<file path="src/rtl/seg_display_scanner.sv">
// Multiplexed seven-segment display scanner with a valid/ready update port.
// Updates land in a pending set and are copied to the active set only at a
// frame boundary, so a frame is always drawn from one consistent set.
module seg_display_scanner #(
    parameter int unsigned N_DIGITS     = 4,
    parameter int unsigned DIGIT_CYCLES = 100000,
    parameter int unsigned BLINK_CYCLES = 25000000,
    parameter bit          ACTIVE_LOW   = 1'b1
) (
    input  logic                  clk,
    input  logic                  rst,
    input  logic                  load_valid,
    output logic                  load_ready,
    input  logic [4*N_DIGITS-1:0] load_digits,
    input  logic                  load_sign,
    input  logic [N_DIGITS-1:0]   load_dp,
    input  logic [N_DIGITS-1:0]   load_blink,
    input  logic                  load_lz,
    output logic [6:0]            seg,
    output logic                  dp,
    output logic [N_DIGITS-1:0]   an,
    output logic                  frame_start
);

    localparam int unsigned DIV_W = $clog2(DIGIT_CYCLES);
    localparam int unsigned IDX_W = $clog2(N_DIGITS);
    localparam int unsigned BLK_W = $clog2(BLINK_CYCLES);
    localparam int unsigned DIG_W = 4 * N_DIGITS;
    localparam int          TOP_I = int'(N_DIGITS) - 1;

    localparam logic [DIV_W-1:0]    DIV_LAST = DIV_W'(DIGIT_CYCLES - 1);
    localparam logic [IDX_W-1:0]    IDX_LAST = IDX_W'(N_DIGITS - 1);
    localparam logic [BLK_W-1:0]    BLK_LAST = BLK_W'(BLINK_CYCLES - 1);
    localparam logic [6:0]          SEG_OFF  = ACTIVE_LOW ? 7'h7F : 7'h00;
    localparam logic                DP_OFF   = ACTIVE_LOW;
    localparam logic [N_DIGITS-1:0] AN_OFF   = ACTIVE_LOW ? {N_DIGITS{1'b1}} : {N_DIGITS{1'b0}};

    // Patterns below are active-low, bit 6 = g .. bit 0 = a.
    localparam logic [6:0] PAT_MINUS = 7'b0111111;
    localparam logic [6:0] PAT_BLANK = 7'b1111111;

    // Scan and blink timing
    logic [DIV_W-1:0] r_div;
    logic [IDX_W-1:0] r_scan;
    logic [BLK_W-1:0] r_blink_cnt;
    logic             r_blink_phase;

    // Pending (staged) and active (displayed) display sets
    logic [DIG_W-1:0]    r_pnd_digits, r_act_digits;
    logic                r_pnd_sign,   r_act_sign;
    logic [N_DIGITS-1:0] r_pnd_dp,     r_act_dp;
    logic [N_DIGITS-1:0] r_pnd_blink,  r_act_blink;
    logic                r_pnd_lz,     r_act_lz;
    logic                r_pend_flag;
    logic                r_ready;

    // Registered outputs
    logic [6:0]          r_seg;
    logic                r_dp;
    logic [N_DIGITS-1:0] r_an;
    logic                r_frame_start;

    logic                w_boundary;
    logic                w_accept;
    logic                w_commit;
    logic                w_pend_nxt;
    logic [N_DIGITS-1:0] w_sup;
    logic                w_run;
    logic [3:0]          w_nib;
    logic                w_dp_bit;
    logic                w_blk_bit;
    logic                w_sup_bit;
    logic [N_DIGITS-1:0] w_onehot;
    logic                w_is_sign;
    logic                w_blank;
    logic [6:0]          w_pat;
    logic                w_dp_lit;
    logic [6:0]          w_seg_c;
    logic                w_dp_c;
    logic [N_DIGITS-1:0] w_an_c;

    assign load_ready  = r_ready;
    assign seg         = r_seg;
    assign dp          = r_dp;
    assign an          = r_an;
    assign frame_start = r_frame_start;

    // Hex nibble to active-low g..a pattern
    function automatic logic [6:0] f_hex7(input logic [3:0] n);
        logic [6:0] p;
        case (n)
            4'h0:    p = 7'b1000000;
            4'h1:    p = 7'b1111001;
            4'h2:    p = 7'b0100100;
            4'h3:    p = 7'b0110000;
            4'h4:    p = 7'b0011001;
            4'h5:    p = 7'b0010010;
            4'h6:    p = 7'b0000010;
            4'h7:    p = 7'b1111000;
            4'h8:    p = 7'b0000000;
            4'h9:    p = 7'b0010000;
            4'hA:    p = 7'b0001000;
            4'hB:    p = 7'b0000011;
            4'hC:    p = 7'b1000110;
            4'hD:    p = 7'b0100001;
            4'hE:    p = 7'b0000110;
            default: p = 7'b0001110;
        endcase
        return p;
    endfunction

    assign w_boundary = (r_div == DIV_LAST) && (r_scan == IDX_LAST);
    assign w_accept   = load_valid && r_ready;
    assign w_commit   = w_boundary && r_pend_flag;
    assign w_pend_nxt = w_accept || (r_pend_flag && !w_commit);

    // Digit dwell divider and digit index
    always_ff @(posedge clk) begin
        if (rst) begin
            r_div  <= '0;
            r_scan <= '0;
        end else if (r_div == DIV_LAST) begin
            r_div  <= '0;
            r_scan <= (r_scan == IDX_LAST) ? '0 : r_scan + IDX_W'(1);
        end else begin
            r_div <= r_div + DIV_W'(1);
        end
    end

    // Free-running blink half-period counter, independent of the scan
    always_ff @(posedge clk) begin
        if (rst) begin
            r_blink_cnt   <= '0;
            r_blink_phase <= 1'b0;
        end else if (r_blink_cnt == BLK_LAST) begin
            r_blink_cnt   <= '0;
            r_blink_phase <= !r_blink_phase;
        end else begin
            r_blink_cnt <= r_blink_cnt + BLK_W'(1);
        end
    end

    // Update handshake: stage on accept, publish only at a frame boundary
    always_ff @(posedge clk) begin
        if (rst) begin
            r_pnd_digits <= '0;
            r_pnd_sign   <= 1'b0;
            r_pnd_dp     <= '0;
            r_pnd_blink  <= '0;
            r_pnd_lz     <= 1'b0;
            r_act_digits <= '0;
            r_act_sign   <= 1'b0;
            r_act_dp     <= '0;
            r_act_blink  <= '0;
            r_act_lz     <= 1'b0;
            r_pend_flag  <= 1'b0;
            r_ready      <= 1'b0;
        end else begin
            if (w_commit) begin
                r_act_digits <= r_pnd_digits;
                r_act_sign   <= r_pnd_sign;
                r_act_dp     <= r_pnd_dp;
                r_act_blink  <= r_pnd_blink;
                r_act_lz     <= r_pnd_lz;
            end
            // Accept and commit are exclusive: ready is low whenever a set is pending.
            if (w_accept) begin
                r_pnd_digits <= load_digits;
                r_pnd_sign   <= load_sign;
                r_pnd_dp     <= load_dp;
                r_pnd_blink  <= load_blink;
                r_pnd_lz     <= load_lz;
            end
            r_pend_flag <= w_pend_nxt;
            r_ready     <= !w_pend_nxt;
        end
    end

    // Leading-zero suppression mask, scanning down from the top numeric digit
    always_comb begin
        w_sup = '0;
        w_run = 1'b1;
        for (int i = TOP_I; i >= 1; i--) begin
            if (!(r_act_sign && (i == TOP_I))) begin
                w_run    = w_run && (r_act_digits[i*4 +: 4] == 4'h0);
                w_sup[i] = r_act_lz && w_run;
            end
        end
    end

    // Select the attributes of the digit currently being scanned
    always_comb begin
        w_nib     = 4'h0;
        w_dp_bit  = 1'b0;
        w_blk_bit = 1'b0;
        w_sup_bit = 1'b0;
        w_onehot  = '0;
        for (int i = 0; i < int'(N_DIGITS); i++) begin
            if (r_scan == IDX_W'(i)) begin
                w_nib       = r_act_digits[i*4 +: 4];
                w_dp_bit    = r_act_dp[i];
                w_blk_bit   = r_act_blink[i];
                w_sup_bit   = w_sup[i];
                w_onehot[i] = 1'b1;
            end
        end
    end

    // Segment, decimal-point and anode values for the scanned digit
    always_comb begin
        w_is_sign = r_act_sign && (r_scan == IDX_LAST);
        w_blank   = w_sup_bit || (r_blink_phase && w_blk_bit);
        if (w_blank) begin
            w_pat = PAT_BLANK;
        end else if (w_is_sign) begin
            w_pat = PAT_MINUS;
        end else begin
            w_pat = f_hex7(w_nib);
        end
        w_dp_lit = w_dp_bit && !w_blank;
        w_seg_c  = ACTIVE_LOW ? w_pat : ~w_pat;
        w_dp_c   = ACTIVE_LOW ? !w_dp_lit : w_dp_lit;
        w_an_c   = ACTIVE_LOW ? ~w_onehot : w_onehot;
    end

    // Output registers; frame_start marks the first registered digit-0 cycle
    always_ff @(posedge clk) begin
        if (rst) begin
            r_seg         <= SEG_OFF;
            r_dp          <= DP_OFF;
            r_an          <= AN_OFF;
            r_frame_start <= 1'b0;
        end else begin
            r_seg         <= w_seg_c;
            r_dp          <= w_dp_c;
            r_an          <= w_an_c;
            r_frame_start <= (r_div == '0) && (r_scan == '0);
        end
    end

endmodule

</file>
<file path="config.mk">
export PLATFORM = sky130hd
export DESIGN_NAME = seg_display_scanner
export DESIGN_NICKNAME = d
export VERILOG_FILES = /design/src/rtl/seg_display_scanner.sv
export SDC_FILE = /design/constraint.sdc
export NUM_CORES = 1
export LEC_CHECK = 0
export CORE_UTILIZATION = 25
export CTS_BUF_LIST = sky130_fd_sc_hd__clkbuf_2 sky130_fd_sc_hd__clkbuf_4 sky130_fd_sc_hd__clkbuf_8
export DETAILED_ROUTE_END_ITERATION = 10
export GPL_TIMING_DRIVEN = 0
export PLACE_DENSITY = 0.5
export SYNTH_ARGS = -nofsm -noshare
export SYNTH_HDL_FRONTEND = slang
export SYNTH_SLANG_ARGS = --single-unit
</file>
<file path="constraint.sdc">
create_clock -name clk -period 2.4 [get_ports clk]
set_input_delay 0.72 -clock clk [delete_from_list [all_inputs] [get_ports clk]]
set_output_delay 0.72 -clock clk [all_outputs]
set_load 0.005 [all_outputs]
</file>
# After elaboration in Yosys (flattened, before gate mapping)
# Memory sizes are Yosys's and may differ from the RTL's.
# Index checks and enable logic that the tools add are counted.
# totals
output_inout_bits,14
word_cells,83
reg_bits,112
rom_bits,112
input_bits,29
mem_count,1
# mem_list
memory,words,word_bits,rd,rd_ports_with_merged_regs,wr,line,source
(name not given),16,7,1,0,0,91,case (n)
# op_classes
eq_ne,5
n_bitwise,1
mux,23
addsub,3
reduce_logical,29
# op_table
cell,count
"adder 25 x 1 -> 25 bit, second input constant",1
"equality test 25 bit, second input constant",1
"adder 17 x 1 -> 17 bit, second input constant",1
"equality test 17 bit, second input constant",1
logical NOT 17 bit,1
2-to-1 mux 1 bit,17
2-to-1 mux 4 bit,4
logical AND 1 bit,13
logical NOT 4 bit,3
2-to-1 mux 7 bit,1
OR reduction 2 bit,3
logical NOT 1 bit,5
"equality test 2 bit, second input constant",2
inverter 4 bit,1
OR reduction 3 bit,1
"adder 2 x 1 -> 2 bit, second input constant",1
"equality test 2 x 1 -> 1 bit, second input constant",1
logical NOT 2 bit,1
logical OR 1 bit,2
2-to-1 mux 2 bit,1

# Logic depth before layout (Yosys ltp)
# depth
depth_word,12
mapped_depth,11
mapped_depth_nobuf,10

# Worst setup path before layout
# No wires, ideal clock.
# synth_timing
path_type,reg-to-reg
startpoint,register r_scan[1]
endpoint,register r_seg[6] (netlist: seg[6])
slack_ns,0.079
path_stages_with_launch,11
n_path_buf,1
t_required_ns,2.276
setup_time_ns,0.124
arrival_ns,2.197
synth_period_minus_slack_ns,2.321
cell_sequence,dfxtp_1 > inv_1 > ha_1 > clkbuf_1 > nand3b_1 > a221oi_1 > inv_1 > ha_1 > mux2_2 > nand3_1 > nand3_1
# synth_via
elab_chain_cells,8
elab_cells_between_ends,21
cone_classes,eq/ne (3); mux (12); reduce/logical (5); memory (1)
# synth_lines
item,line,source
"start, declared",44,logic [IDX_W-1:0] r_scan;
"start signal, assigned",124,r_scan <= (r_scan == IDX_LAST) ? '0 : r_scan + IDX_W'(1);
"parallel branches: the longest is 8 deep, another holds memory (16 x 7 bit)",-,
"end signal, assigned",234,r_seg <= w_seg_c;
"end, declared",58,logic [6:0] r_seg;
# Parallel ways; which one is timed is not known.
# A chain may end at the register's enable or synchronous reset.

# Final worst setup path
# layout_timing
startpoint,register r_scan[0]
endpoint,register r_seg[5] (netlist: seg[5])
# layout_via
elab_chain_cells,8
elab_cells_between_ends,20
cone_classes,eq/ne (3); mux (11); reduce/logical (5); memory (1)
# layout_lines
item
"parallel branches: the longest is 8 deep, another holds memory (16 x 7 bit)"
# Parallel ways; which one is timed is not known.

==> flow_metrics.tcl <==
set metrics [dict create \
    core_um2 18770 \
    clk_pin_slew_ns 0.10 \
    ir_drop_uv 323.5 \
    clock_sinks 112 \
    num_antenna_cells 0 \
    slew_headroom_pct 46.58 \
    cp-end-kind "flop" \
    ys_types 48 \
    grt_pass1_vias 3680 \
    grt_max_degree 18 \
    syn_area_um2 4802 \
    synthFlopType "dfxtp_1" \
    area_growth_syn_to_layout_pct 20.79 \
    yosysTopAreaCellShare_pct 46.69 \
    cap_viol_max_count 0 \
    synth_edf_count 0 \
    status "finished clean" \
    synth_top_area_cell "dfxtp_1" \
    clock_latency_ns 0.38 \
    required_ns 2.64 \
    layout-drive-gt1-share_pct 8.746 \
    vias_per_cell 4.424 \
    gr-usage-met1_pct 13.22 \
    synth_most_common_cell "dfxtp_1" \
    cpMostUsedCell "ha_1" \
    place_congestion 0.8265 \
    seqPwrFrac_pct 57.3 \
    num_rows 50 \
    setup_tns_ns 0 \
    syn-num-nets 589 \
    async_reset_ff_share_pct 0 \
    cts_tree "yes" \
    finalWirelength_um 10730 \
    cellLeakagePower_nw 2.257 \
    num_io_pins 43 \
    skew_ns 0.01261 \
    avgRoutedWirePerCell_um 12.78 \
    p_int_mw 2.605 \
    avgSynthCellArea_um2 8.779 \
    crit_path_max_incr_delay_ns 0.35 \
    hp-class "reg -> reg" \
    route.detailed.drc 0 \
    htree_levels 3 \
    drt-pass1-iter-count 4 \
    finalSetupViolCount 0 \
    dieHeight_um 140.6 \
    drt_iter0_drc 202 \
    cp-start-kind "flop" \
    clkPwrFrac_pct 37.2 \
    via_count 3716 \
    start_util_pct 25.59 \
    synthTopCellsByArea "dfxtp_1, nor2_1, nand2_1, mux2i_1, xor2_1" \
    crit_type "reg -> reg" \
    ant_nets 0 \
    busiest_layer "met2" \
    fp.dieW_um 140.6 \
    path_max_fanout 10 \
    slew_viol_final 0 \
    synth-seq-cells 112 \
    final_nets 643 \
    cp.arrival_ns 2.49 \
    grtUsageMet2_pct 20.45 \
    p_per_area_nw_per_um2 578.9 \
    cts_buffer_depth 2 \
    dp_cells 823 \
    antenna_found_initial 0 \
    final_cells 840 \
    grt_first_pass_wirelength_um 17660 \
    rsz0062_at_grt "false" \
    power_mw 3.358 \
    hold_buffers 0 \
    synth_top_cells_by_count "dfxtp_1, nor2_1, nand2_1" \
    dp_hpwl_um 8046 \
    use_met3_pct 2.649 \
    yosysWarnings 0 \
    p_switching_mw 0.7530 \
    sw_frac_of_total_pct 22.42 \
    fill_cells 1985 \
    synth_cells 547 \
    period_minus_slack_ns 2.247 \
    hold_violations 0 \
    postPlaceCellArea_um2 5515 \
    final_cell_area_um2 5801 \
    crit_slowest_cell "dfxtp_2" \
    post-route-period-util_pct 93.63 \
    fin_util_pct 30.91 \
    yosysSeqAreaShare_pct 46.69 \
    max_freq_mhz 445.0 \
    die_area_um2 19770 \
    root_buffer "clkbuf_8" \
    gr-total-overflow 0 \
    portBuffers 42 \
    grt_usage_pct 11.45 \
    worst_pin_slew_ns 0.7952 \
    p_comb_share_pct 5.5 \
    cts_inserted_buffers 9 \
    path_cells "ha_1 > clkbuf_8 > clkbuf_4 > a21oi_1 > a22oi_2 > buf_4 > ha_1 > mux2_2 > nand2_1 > o211ai_1" \
]
==> metrics by stage <==
step,setup WS (ns),hold slack [ns]
floorplan,0.07940,0.4357
global placement,-0.3635,0.4440
detailed placement,-0.3943,0.4465
CTS,0.02031,0.4608
global route,0.006502,0.4776
finish,0.1529,0.4587
==> what timing repair did <==
| item | in CTS | in global routing |
|---|---|---|
| endpoints found under the hold margin | 0 | 0 |
| gates resized for setup | 7 | 15 |
| setup endpoints to repair | 7 | 27 |
| pin swaps | 1 | 1 |
| gates cloned | 0 | 0 |
| buffers inserted | 1 | 0 |
==> routing by layer <==
| metal | vias to the layer above | share of wire (%) |
|---|---|---|
| met5 | - | 0 |
| met4 | 0 | 1.5 |
| met3 | 13 | 3.1 |
| met2 | 39 | 49 |
| met1 | 1726 | 46 |
| li1 | 1938 | - |
==> area by class of cell <==
type	instances	area (µm²)	area share [%]
Buffer	28	173.9	2.998
Clock buffer	11	138.9	2.394
Clock inverter	5	81.33	1.402
Inverter	14	52.55	0.9060
Multi-Input combinational cell	393	2389	41.18
Sequential cell	112	2245	38.70
Tap cell	234	292.8	5.047
Timing Repair Buffer	43	427.9	7.377
==> registers in the layout, indices dropped and copies added, names as in the netlist, 7 cells and up <==
name          count
seg               7
r_pnd_digits     16
r_blink_cnt      25
r_div            17
r_act_digits     16
==> final timing paths <==
kind,start,to,slack [ns],cells past startpoint
hold reg to reg,r_pnd_digits[5],r_pnd_digits[5],0.46,2
setup reg to reg,r_scan[0],seg[5],0.15,10
setup / recovery,r_scan[0],seg[5],0.15,10
hold / removal,r_pnd_digits[5],r_pnd_digits[5],0.46,2
==> power groups by stage <==
stage	logic (mW)	clock network (mW)	registers, mW
3_3_place_gp	0.189	0	1.97
6_report	0.186	1.25	1.92
3_5_place_dp	0.191	0	1.97
4_1_cts	0.192	1.29	1.92
2_1_floorplan	0.0906	0	1.96
5_1_grt	0.209	1.37	1.93
==> critical path, delay by kind of cell (launching register included) <==
kind	cells	cell delay [ns]
flops	1	0.35
simple gates	1	0.06
fa+ha+maj	2	0.51
compound gates	3	0.34
buf+inv	3	0.56
mux	1	0.28
==> cells by family (layout without fill, tap and decap cells) <==
family / after synthesis / in the layout / share of synthesized area (%)
compound gates: 60 / 60 / 7.530
xor+xnor: 38 / 38 / 6.931
fa+ha+maj: 13 / 13 / 3.387
buf+inv: 42 / 101 / 4.481
flops: 112 / 112 / 46.69
mux: 30 / 30 / 6.305
simple gates: 252 / 252 / 24.67
==> layout by cell type (no fill, tap or decap), drive strengths merged, types with 2 or more instances in the layout <==
cell           instances
xnor2                 11
mux2i                 28
nor2                  83
nand3b                 4
o21ai                  4
nand3                 22
ha                    13
mux2                   2
nor3b                  4
dfxtp                112
clkbuf                29
nor4                   6
buf                   11
bufinv                 2
nand2b                 8
a31o                   2
or2                    3
nor3                   3
and2                   5
or3                    2
a211oi                 3
xor2                  27
a221oi                 3
inv                   14
a21oi                 35
clkdlybuf4s50         42
and3                  11
nand4                 12
or4                    3
o211ai                 6
nand2                 80
or4b                   2
nor2b                  4
clkinv                 2
Note: power is estimated with default switching activity, not from simulation.
